<file path="src/rtl/cordic_pkg.sv">
// Shared types and constants for the CORDIC request arbiter slice.
//   ANG_W / XY_SZ : angle and sine-result widths of the shared CORDIC unit
//   ANG_PI2/ANG_PI: angle encodings for +pi/2 and pi (quadrant in [15:14])
//   rsp_entry_t   : response FIFO payload {requester id, signed sine}
package cordic_pkg;

  localparam int unsigned ANG_W    = 16;
  localparam int unsigned XY_SZ    = 8;
  // Id field sized for the largest supported requester count (8).
  localparam int unsigned ID_MAX_W = 3;

  localparam logic [ANG_W-1:0] ANG_PI2 = 16'h4000;
  localparam logic [ANG_W-1:0] ANG_PI  = 16'h8000;

  typedef struct packed {
    logic [ID_MAX_W-1:0] id;
    logic [XY_SZ-1:0]    data;
  } rsp_entry_t;

  localparam int unsigned RSP_W = $bits(rsp_entry_t);

endpackage

</file>
<file path="src/rtl/cordic_rsp_fifo.sv">
// Synchronous response FIFO with occupancy count.
//   clk, rst   : clock, asynchronous active-high reset
//   push, din  : write request and payload
//   pop        : read request; head advances on the next edge
//   dout       : current head (valid while !empty)
//   empty/full : occupancy flags; count = number of stored entries
// Push and pop in the same cycle are legal at any occupancy, including full.
module cordic_rsp_fifo #(
  parameter int unsigned DATA_W = 8,
  parameter int unsigned DEPTH  = 4
) (
  input  logic                         clk,
  input  logic                         rst,
  input  logic                         push,
  input  logic [DATA_W-1:0]            din,
  input  logic                         pop,
  output logic [DATA_W-1:0]            dout,
  output logic                         empty,
  output logic                         full,
  output logic [$clog2(DEPTH+1)-1:0]   count
);

  localparam int unsigned PTR_W = (DEPTH > 1) ? $clog2(DEPTH) : 1;
  localparam int unsigned CNT_W = $clog2(DEPTH + 1);

  logic [DEPTH-1:0][DATA_W-1:0] mem_q, mem_d;
  logic [PTR_W-1:0]             wr_ptr_q, wr_ptr_d;
  logic [PTR_W-1:0]             rd_ptr_q, rd_ptr_d;
  logic [CNT_W-1:0]             count_q, count_d;
  logic                         do_push, do_pop;

  // Pointer, storage and count update; pointers wrap naturally (DEPTH is 2^n).
  always_comb begin
    do_pop   = pop && (count_q != '0);
    do_push  = push && ((count_q != CNT_W'(DEPTH)) || do_pop);
    mem_d    = mem_q;
    wr_ptr_d = wr_ptr_q;
    rd_ptr_d = rd_ptr_q;
    count_d  = count_q;
    if (do_push) begin
      mem_d[wr_ptr_q] = din;
      wr_ptr_d        = wr_ptr_q + PTR_W'(1);
    end
    if (do_pop) begin
      rd_ptr_d = rd_ptr_q + PTR_W'(1);
    end
    case ({do_push, do_pop})
      2'b10:   count_d = count_q + CNT_W'(1);
      2'b01:   count_d = count_q - CNT_W'(1);
      default: count_d = count_q;
    endcase
  end

  always_ff @(posedge clk or posedge rst) begin
    if (rst) begin
      mem_q    <= '0;
      wr_ptr_q <= '0;
      rd_ptr_q <= '0;
      count_q  <= '0;
    end else begin
      mem_q    <= mem_d;
      wr_ptr_q <= wr_ptr_d;
      rd_ptr_q <= rd_ptr_d;
      count_q  <= count_d;
    end
  end

  assign dout  = mem_q[rd_ptr_q];
  assign empty = (count_q == '0);
  assign full  = (count_q == CNT_W'(DEPTH));
  assign count = count_q;

endmodule

</file>
<file path="src/rtl/cordic_req_arbiter.sv">
// Round-robin arbiter sharing one fixed-latency CORDIC sine unit between
// NREQ requesters. Issued angles are tagged with the requester id; results
// are captured into a response FIFO. Issue is credit-limited so a result
// always has a FIFO slot when it emerges from the (non-stallable) CORDIC.
//   CLK_100MHZ, RST : clock, asynchronous active-high reset
//   req_valid/angle : per-requester angle requests (angle i at [i*ANG_W +: ANG_W])
//   req_ready       : one-hot grant, combinational from registered state
//   cordic_angle    : registered angle to the CORDIC
//   cordic_xout     : CORDIC result, valid CORDIC_LAT edges after cordic_angle
//   rsp_valid/ready : response handshake; rsp_id/rsp_data = FIFO head
//   busy            : a tag is in flight or the FIFO holds data
module cordic_req_arbiter
  import cordic_pkg::*;
#(
  parameter int unsigned NREQ       = 4,
  parameter int unsigned CORDIC_LAT = 1,
  parameter int unsigned FIFO_DEPTH = 4,
  localparam int unsigned ID_W      = (NREQ > 1) ? $clog2(NREQ) : 1
) (
  input  logic                  CLK_100MHZ,
  input  logic                  RST,
  input  logic [NREQ-1:0]       req_valid,
  input  logic [NREQ*ANG_W-1:0] req_angle,
  output logic [NREQ-1:0]       req_ready,
  output logic [ANG_W-1:0]      cordic_angle,
  input  logic [XY_SZ-1:0]      cordic_xout,
  output logic                  rsp_valid,
  input  logic                  rsp_ready,
  output logic [ID_W-1:0]       rsp_id,
  output logic [XY_SZ-1:0]      rsp_data,
  output logic                  busy
);

  localparam int unsigned PIPE_N = CORDIC_LAT + 1;
  localparam int unsigned INF_W  = $clog2(CORDIC_LAT + 2);
  localparam int unsigned CNT_W  = $clog2(FIFO_DEPTH + 1);

  logic [ANG_W-1:0]             angle_q, angle_d;
  logic [ID_W-1:0]              rr_ptr_q, rr_ptr_d;
  logic [INF_W-1:0]             inflight_q, inflight_d;
  logic [PIPE_N-1:0]            tag_vld_q, tag_vld_d;
  logic [PIPE_N-1:0][ID_W-1:0]  tag_id_q, tag_id_d;

  logic                         has_credit_c;
  logic                         grant_vld_c;
  logic [ID_W-1:0]              grant_id_c;
  logic [ID_W-1:0]              idx_c;
  logic                         push_c;
  logic                         pop_c;
  rsp_entry_t                   push_entry_c;
  rsp_entry_t                   head_entry;
  logic [CNT_W-1:0]             fifo_count;
  logic                         fifo_empty;
  logic                         fifo_full;

  // Credit only counts registered occupancy; a same-cycle pop frees it next cycle.
  always_comb begin
    has_credit_c = (32'(inflight_q) + 32'(fifo_count)) < FIFO_DEPTH;
  end

  // Priority scan starting after the last winner; grant i only looks at
  // requesters ahead of it in the rotation.
  always_comb begin
    grant_vld_c = 1'b0;
    grant_id_c  = '0;
    idx_c       = '0;
    req_ready   = '0;
    if (has_credit_c && !RST) begin
      for (int unsigned k = 1; k <= NREQ; k++) begin
        idx_c = ID_W'((32'(rr_ptr_q) + k) % NREQ);
        if (!grant_vld_c && req_valid[idx_c]) begin
          grant_vld_c = 1'b1;
          grant_id_c  = idx_c;
        end
      end
      if (grant_vld_c) begin
        req_ready[grant_id_c] = 1'b1;
      end
    end
  end

  // Issue, tag pipe shift and in-flight bookkeeping.
  always_comb begin
    angle_d      = angle_q;
    rr_ptr_d     = rr_ptr_q;
    inflight_d   = inflight_q;
    tag_vld_d    = '0;
    tag_id_d     = '0;
    tag_vld_d[0] = grant_vld_c;
    tag_id_d[0]  = grant_id_c;
    for (int unsigned s = 1; s < PIPE_N; s++) begin
      tag_vld_d[s] = tag_vld_q[s-1];
      tag_id_d[s]  = tag_id_q[s-1];
    end
    if (grant_vld_c) begin
      angle_d  = req_angle[32'(grant_id_c)*ANG_W +: ANG_W];
      rr_ptr_d = grant_id_c;
    end
    case ({grant_vld_c, push_c})
      2'b10:   inflight_d = inflight_q + INF_W'(1);
      2'b01:   inflight_d = inflight_q - INF_W'(1);
      default: inflight_d = inflight_q;
    endcase
  end

  // The tag leaving the pipe lines up with the CORDIC result for its angle.
  always_comb begin
    push_c            = tag_vld_q[PIPE_N-1];
    pop_c             = rsp_ready && !fifo_empty;
    push_entry_c      = '0;
    push_entry_c.id   = ID_MAX_W'(tag_id_q[PIPE_N-1]);
    push_entry_c.data = cordic_xout;
  end

  always_ff @(posedge CLK_100MHZ or posedge RST) begin
    if (RST) begin
      angle_q    <= '0;
      rr_ptr_q   <= ID_W'(NREQ - 1);
      inflight_q <= '0;
      tag_vld_q  <= '0;
      tag_id_q   <= '0;
    end else begin
      angle_q    <= angle_d;
      rr_ptr_q   <= rr_ptr_d;
      inflight_q <= inflight_d;
      tag_vld_q  <= tag_vld_d;
      tag_id_q   <= tag_id_d;
    end
  end

  cordic_rsp_fifo #(
    .DATA_W (RSP_W),
    .DEPTH  (FIFO_DEPTH)
  ) u_rsp_fifo (
    .clk   (CLK_100MHZ),
    .rst   (RST),
    .push  (push_c),
    .din   (push_entry_c),
    .pop   (pop_c),
    .dout  (head_entry),
    .empty (fifo_empty),
    .full  (fifo_full),
    .count (fifo_count)
  );

  // Credit accounting must make overflow impossible.
  a_no_overflow: assert property (@(posedge CLK_100MHZ) disable iff (RST)
    !(push_c && fifo_full && !pop_c));

  assign cordic_angle = angle_q;
  assign rsp_valid    = !fifo_empty;
  assign rsp_id       = head_entry.id[ID_W-1:0];
  assign rsp_data     = head_entry.data;
  assign busy         = (inflight_q != '0) || !fifo_empty;

endmodule

</file>
<file path="config.mk">
export PLATFORM = sky130hd
export DESIGN_NAME = cordic_req_arbiter
export DESIGN_NICKNAME = d
export VERILOG_FILES = /design/src/rtl/cordic_pkg.sv /design/src/rtl/cordic_rsp_fifo.sv /design/src/rtl/cordic_req_arbiter.sv
export SDC_FILE = /design/constraint.sdc
export NUM_CORES = 1
export LEC_CHECK = 0
export ABC_AREA = 1
export BUFFER_PORTS_ARGS = -buffer_cell sky130_fd_sc_hd__buf_2
export CORE_MARGIN = 5
export CORE_UTILIZATION = 40
export CTS_CLUSTER_SIZE = 40
export DETAILED_ROUTE_END_ITERATION = 16
export HOLD_SLACK_MARGIN = 0.05
export PLACE_DENSITY_LB_ADDON = 0.1
export SLEW_MARGIN = 25
export SYNTH_ARGS = -nofsm -noshare
export SYNTH_HDL_FRONTEND = slang
export SYNTH_SLANG_ARGS = --single-unit
export TNS_END_PERCENT = 50
</file>
<file path="constraint.sdc">
create_clock -name CLK_100MHZ -period 10.1 [get_ports CLK_100MHZ]
set_clock_uncertainty 0.15 [all_clocks]
set_input_delay 1.01 -clock CLK_100MHZ [delete_from_list [all_inputs] [get_ports CLK_100MHZ]]
set_output_delay 1.01 -clock CLK_100MHZ [all_outputs]
set_load 0.005 [all_outputs]
</file>
==> impl_metrics.env <==
export IMPL_synth_edf_count=0
export IMPL_root_buffer="clkbuf_8"
export IMPL_yosys_warnings=0
export IMPL_grt_pass1_vias=3674
export IMPL_synth_seq_cells=73
export IMPL_wirelength_um=10200
export IMPL_hold_viol=0
export IMPL_synth_area_leaders="dfrtp_1, nand2_1, mux2_2, inv_1, nand3_1"
export IMPL_drt_iter0_markers=190
export IMPL_antenna_found_initial=0
export IMPL_grt_overflow=0
export IMPL_yosysTopAreaCell="dfrtp_1"
export IMPL_grt_max_degree=75
export IMPL_layout_nets=699
export IMPL_cp_end_kind="primary output"
export IMPL_crit_path_start_kind="primary input"
export IMPL_gp_congestion=0.849
export IMPL_cts_made_buffers=9
export IMPL_post_drt_wl_per_cell_um=13.6
export IMPL_fmax_mhz=217
export IMPL_crit_path_max_incr_delay_ps=500
export IMPL_drt_pre_antenna_iters=4
export IMPL_multi_input_area_sq_um=1940
export IMPL_dr_total_vias=3510
export IMPL_finalSetupTns_ps=0
export IMPL_h_tree_depth=3
export IMPL_floorplan_initialDensity_pct=40.8
export IMPL_cts_resized=0
export IMPL_worstReg2RegStart="rr_ptr_q[0]"
export IMPL_instances_no_fill=753
export IMPL_crit_type="primary input to primary output"
export IMPL_finalCritPeriodShare_pct=45.5
export IMPL_slowest_stage="buf_6"
export IMPL_min_path_cells=0
export IMPL_regArea_sq_um=1830
export IMPL_final_max_slew_viol_count=0
export IMPL_clkSinkCount=73
export IMPL_cp_arrival_ps=3440
export IMPL_drc=0
export IMPL_track_usage_pct=16.9
export IMPL_finalPower_mw=1.49
export IMPL_die_w_um=112
export IMPL_hold_start="tag_vld_q[0]"
export IMPL_rr_endpoint="cordic_angle[0]"
export IMPL_n_fill_cell=1033
export IMPL_r2r_cells=15
export IMPL_fp_coreArea_sq_um=10200
export IMPL_clockBufferDepth=2
export IMPL_clk_latency_ps=330
export IMPL_post_cts_repair_setup_buffers=0
export IMPL_synthToLayoutAreaGrowth_pct=18.3
export IMPL_cp_max_fo=74
export IMPL_syn_num_nets=595
export IMPL_syn_avg_cell_area_sq_um=8.21
export IMPL_setup_violations=0
export IMPL_r2r_slack_ps=7120
export IMPL_io_buffers=110
export IMPL_worstMarginPinSlew_ps=744
export IMPL_grt_pass1_wl_um=17400
export IMPL_ir_drop_uv=185
export IMPL_syn_cell_area_sq_um=4170
export IMPL_dp_hpwl_um=7550
export IMPL_place_inst=737
export IMPL_holdBufCountCts=0
export IMPL_ys_seq_area_share_pct=43.9
export IMPL_rsz0062_at_grt="false"
export IMPL_diodes=0
export IMPL_syn_inst=508
export IMPL_rows=37
export IMPL_whs_endpoint="tag_vld_q[1]"
export IMPL_dp_slack_ps=5230
export IMPL_synth_cell_types=30
export IMPL_holdCritPathClass="register to register"
export IMPL_drive_gt1_share_pct=31.1
export IMPL_cap_violations=0
export IMPL_clk_pin_slew_ps=70
export IMPL_dieHeight_um=112
export IMPL_required_ps=8940
export IMPL_p_per_area_nw_per_um2=301
export IMPL_synth_top_area_share_pct=42.6
export IMPL_drt_vias_per_instance=4.66
export IMPL_status="finished clean"
export IMPL_ant_nets=0
export IMPL_num_io_pins=111
export IMPL_synth_ff_type="dfrtp_1"
export IMPL_setup_slack_ps=5500
export IMPL_min_period_ps=4600
export IMPL_maxSlewHeadroom_pct=50.4
export IMPL_dieArea_sq_um=12600
export IMPL_leakagePower_nw=2.73
export IMPL_crit_chain="buf_2 > inv_2 > buf_6 > nand2_1 > a311oi_1 > nand2_2 > inv_2 > nand2_4 > nor2_1 > buf_2"
export IMPL_cts_tree="built"
export IMPL_post_route_util_pct=48.2
export IMPL_async_flop_share_pct=100
-- routing by layer --
layer  up-vias  wire length [um]  part of all wire [%]  global-route usage [%]
met4         0                95                  0.93                    4.25
met2       128              4470                    44                    25.9
li1       1802                 -                     -                       -
met3         6               840                   8.2                    6.31
met5         -                 0                     0                       0
met1      1574              4840                    47                    22.8
-- where the power goes --
part           switching, mW  total [mW]  internal (mW)
registers              0.109       0.544          0.435
clock network         0.0971       0.193         0.0962
logic                  0.440       0.748          0.308
-- cell usage after synthesis, types with 2 or more instances --
master and number:
nand2_1 157, dfrtp_1 71, inv_1 68, mux2_2 40
nand3_1 39, nor2_1 29, o21ai_0 26, o22ai_1 10
nand2_2 9, ha_1 7, buf_6 6, clkbuf_1 5
nand3_2 5, buf_2 4, nor2_2 4, a21oi_1 3
buf_4 3, xnor2_1 3, xor2_1 3, dfstp_2 2
inv_2 2, nand2_4 2, nor2_4 2, nor3_1 2
-- stage by stage --
stage                     cell area [sq um]  hold slack (ps)
final                                  4940              205
after floorplan                        4170              181
after CTS                              4930              205
after global placement                 4770              185
after global routing                   4940              216
after detailed placement               4770              190
-- worst max path at each step --
stage          start      endpoint  slack [ps]  cells after the start
3_5_place_dp     RST  req_ready[1]        5230                     10
2_1_floorplan    RST  req_ready[3]        5390                      8
6_report         RST  req_ready[1]        5500                     10
5_1_grt          RST  req_ready[1]        5070                     10
4_1_cts          RST  req_ready[1]        5230                     10
3_3_place_gp     RST  req_ready[1]        5330                     10
-- cell usage in the layout (no fill, tap or decap), drive strengths merged --
master | synthesis | final
clkinv | 0 | 1
nor3 | 2 | 2
a21oi | 4 | 4
dfrtp | 71 | 71
a31oi | 1 | 1
fa | 1 | 1
mux2 | 40 | 40
o22ai | 10 | 10
xnor2 | 3 | 3
buf | 13 | 111
inv | 71 | 71
nand2 | 168 | 168
nand3 | 44 | 44
ha | 7 | 7
nor2 | 35 | 35
nand4 | 1 | 1
a311oi | 1 | 1
dfstp | 2 | 2
xor2 | 3 | 3
clkbuf | 5 | 15
o21ai | 26 | 26
-- cell families (layout without fill, tap and decap cells) --
group           Yosys count  after routing  synth area share (%)
simple gates            250            250                  26.2
compound gates           42             42                  5.73
xor+xnor                  6              6                  1.26
buf+inv                  89            198                  9.60
flops                    73             73                  43.9
fa+ha+maj                 8              8                  2.58
mux                      40             40                  10.8
-- registers in the layout, summed over array words and instances (netlist names) --
register and cells:
tag_vld_q 2, tag_id_d 2, rr_ptr_q 2, u_rsp_fifo.count 3
u_rsp_fifo.wr_ptr_q 2, push_entry_c 2, u_rsp_fifo.rd_ptr_q 2, inflight_q 2
cordic_angle 16, u_rsp_fifo.mem_q 40
-- worst max-delay path: cells and delay by family --
| kind | cells | cell delay, ps |
|---|---|---|
| buffers and inverters | 5 | 1200 |
| AND/OR/NAND/NOR | 4 | 910 |
| AO/OA/AOI/OAI | 1 | 270 |
-- area by class of cell --
cell class	instances	area share (%)
flip-flops and latches	73	37.1
well taps	136	3.45
clock buffers	15	3.17
inverters	71	5.50
multi-input cells	346	39.3
clock inverters	1	0.101
repair buffers	111	11.4
(Power assumes the default switching activity.)
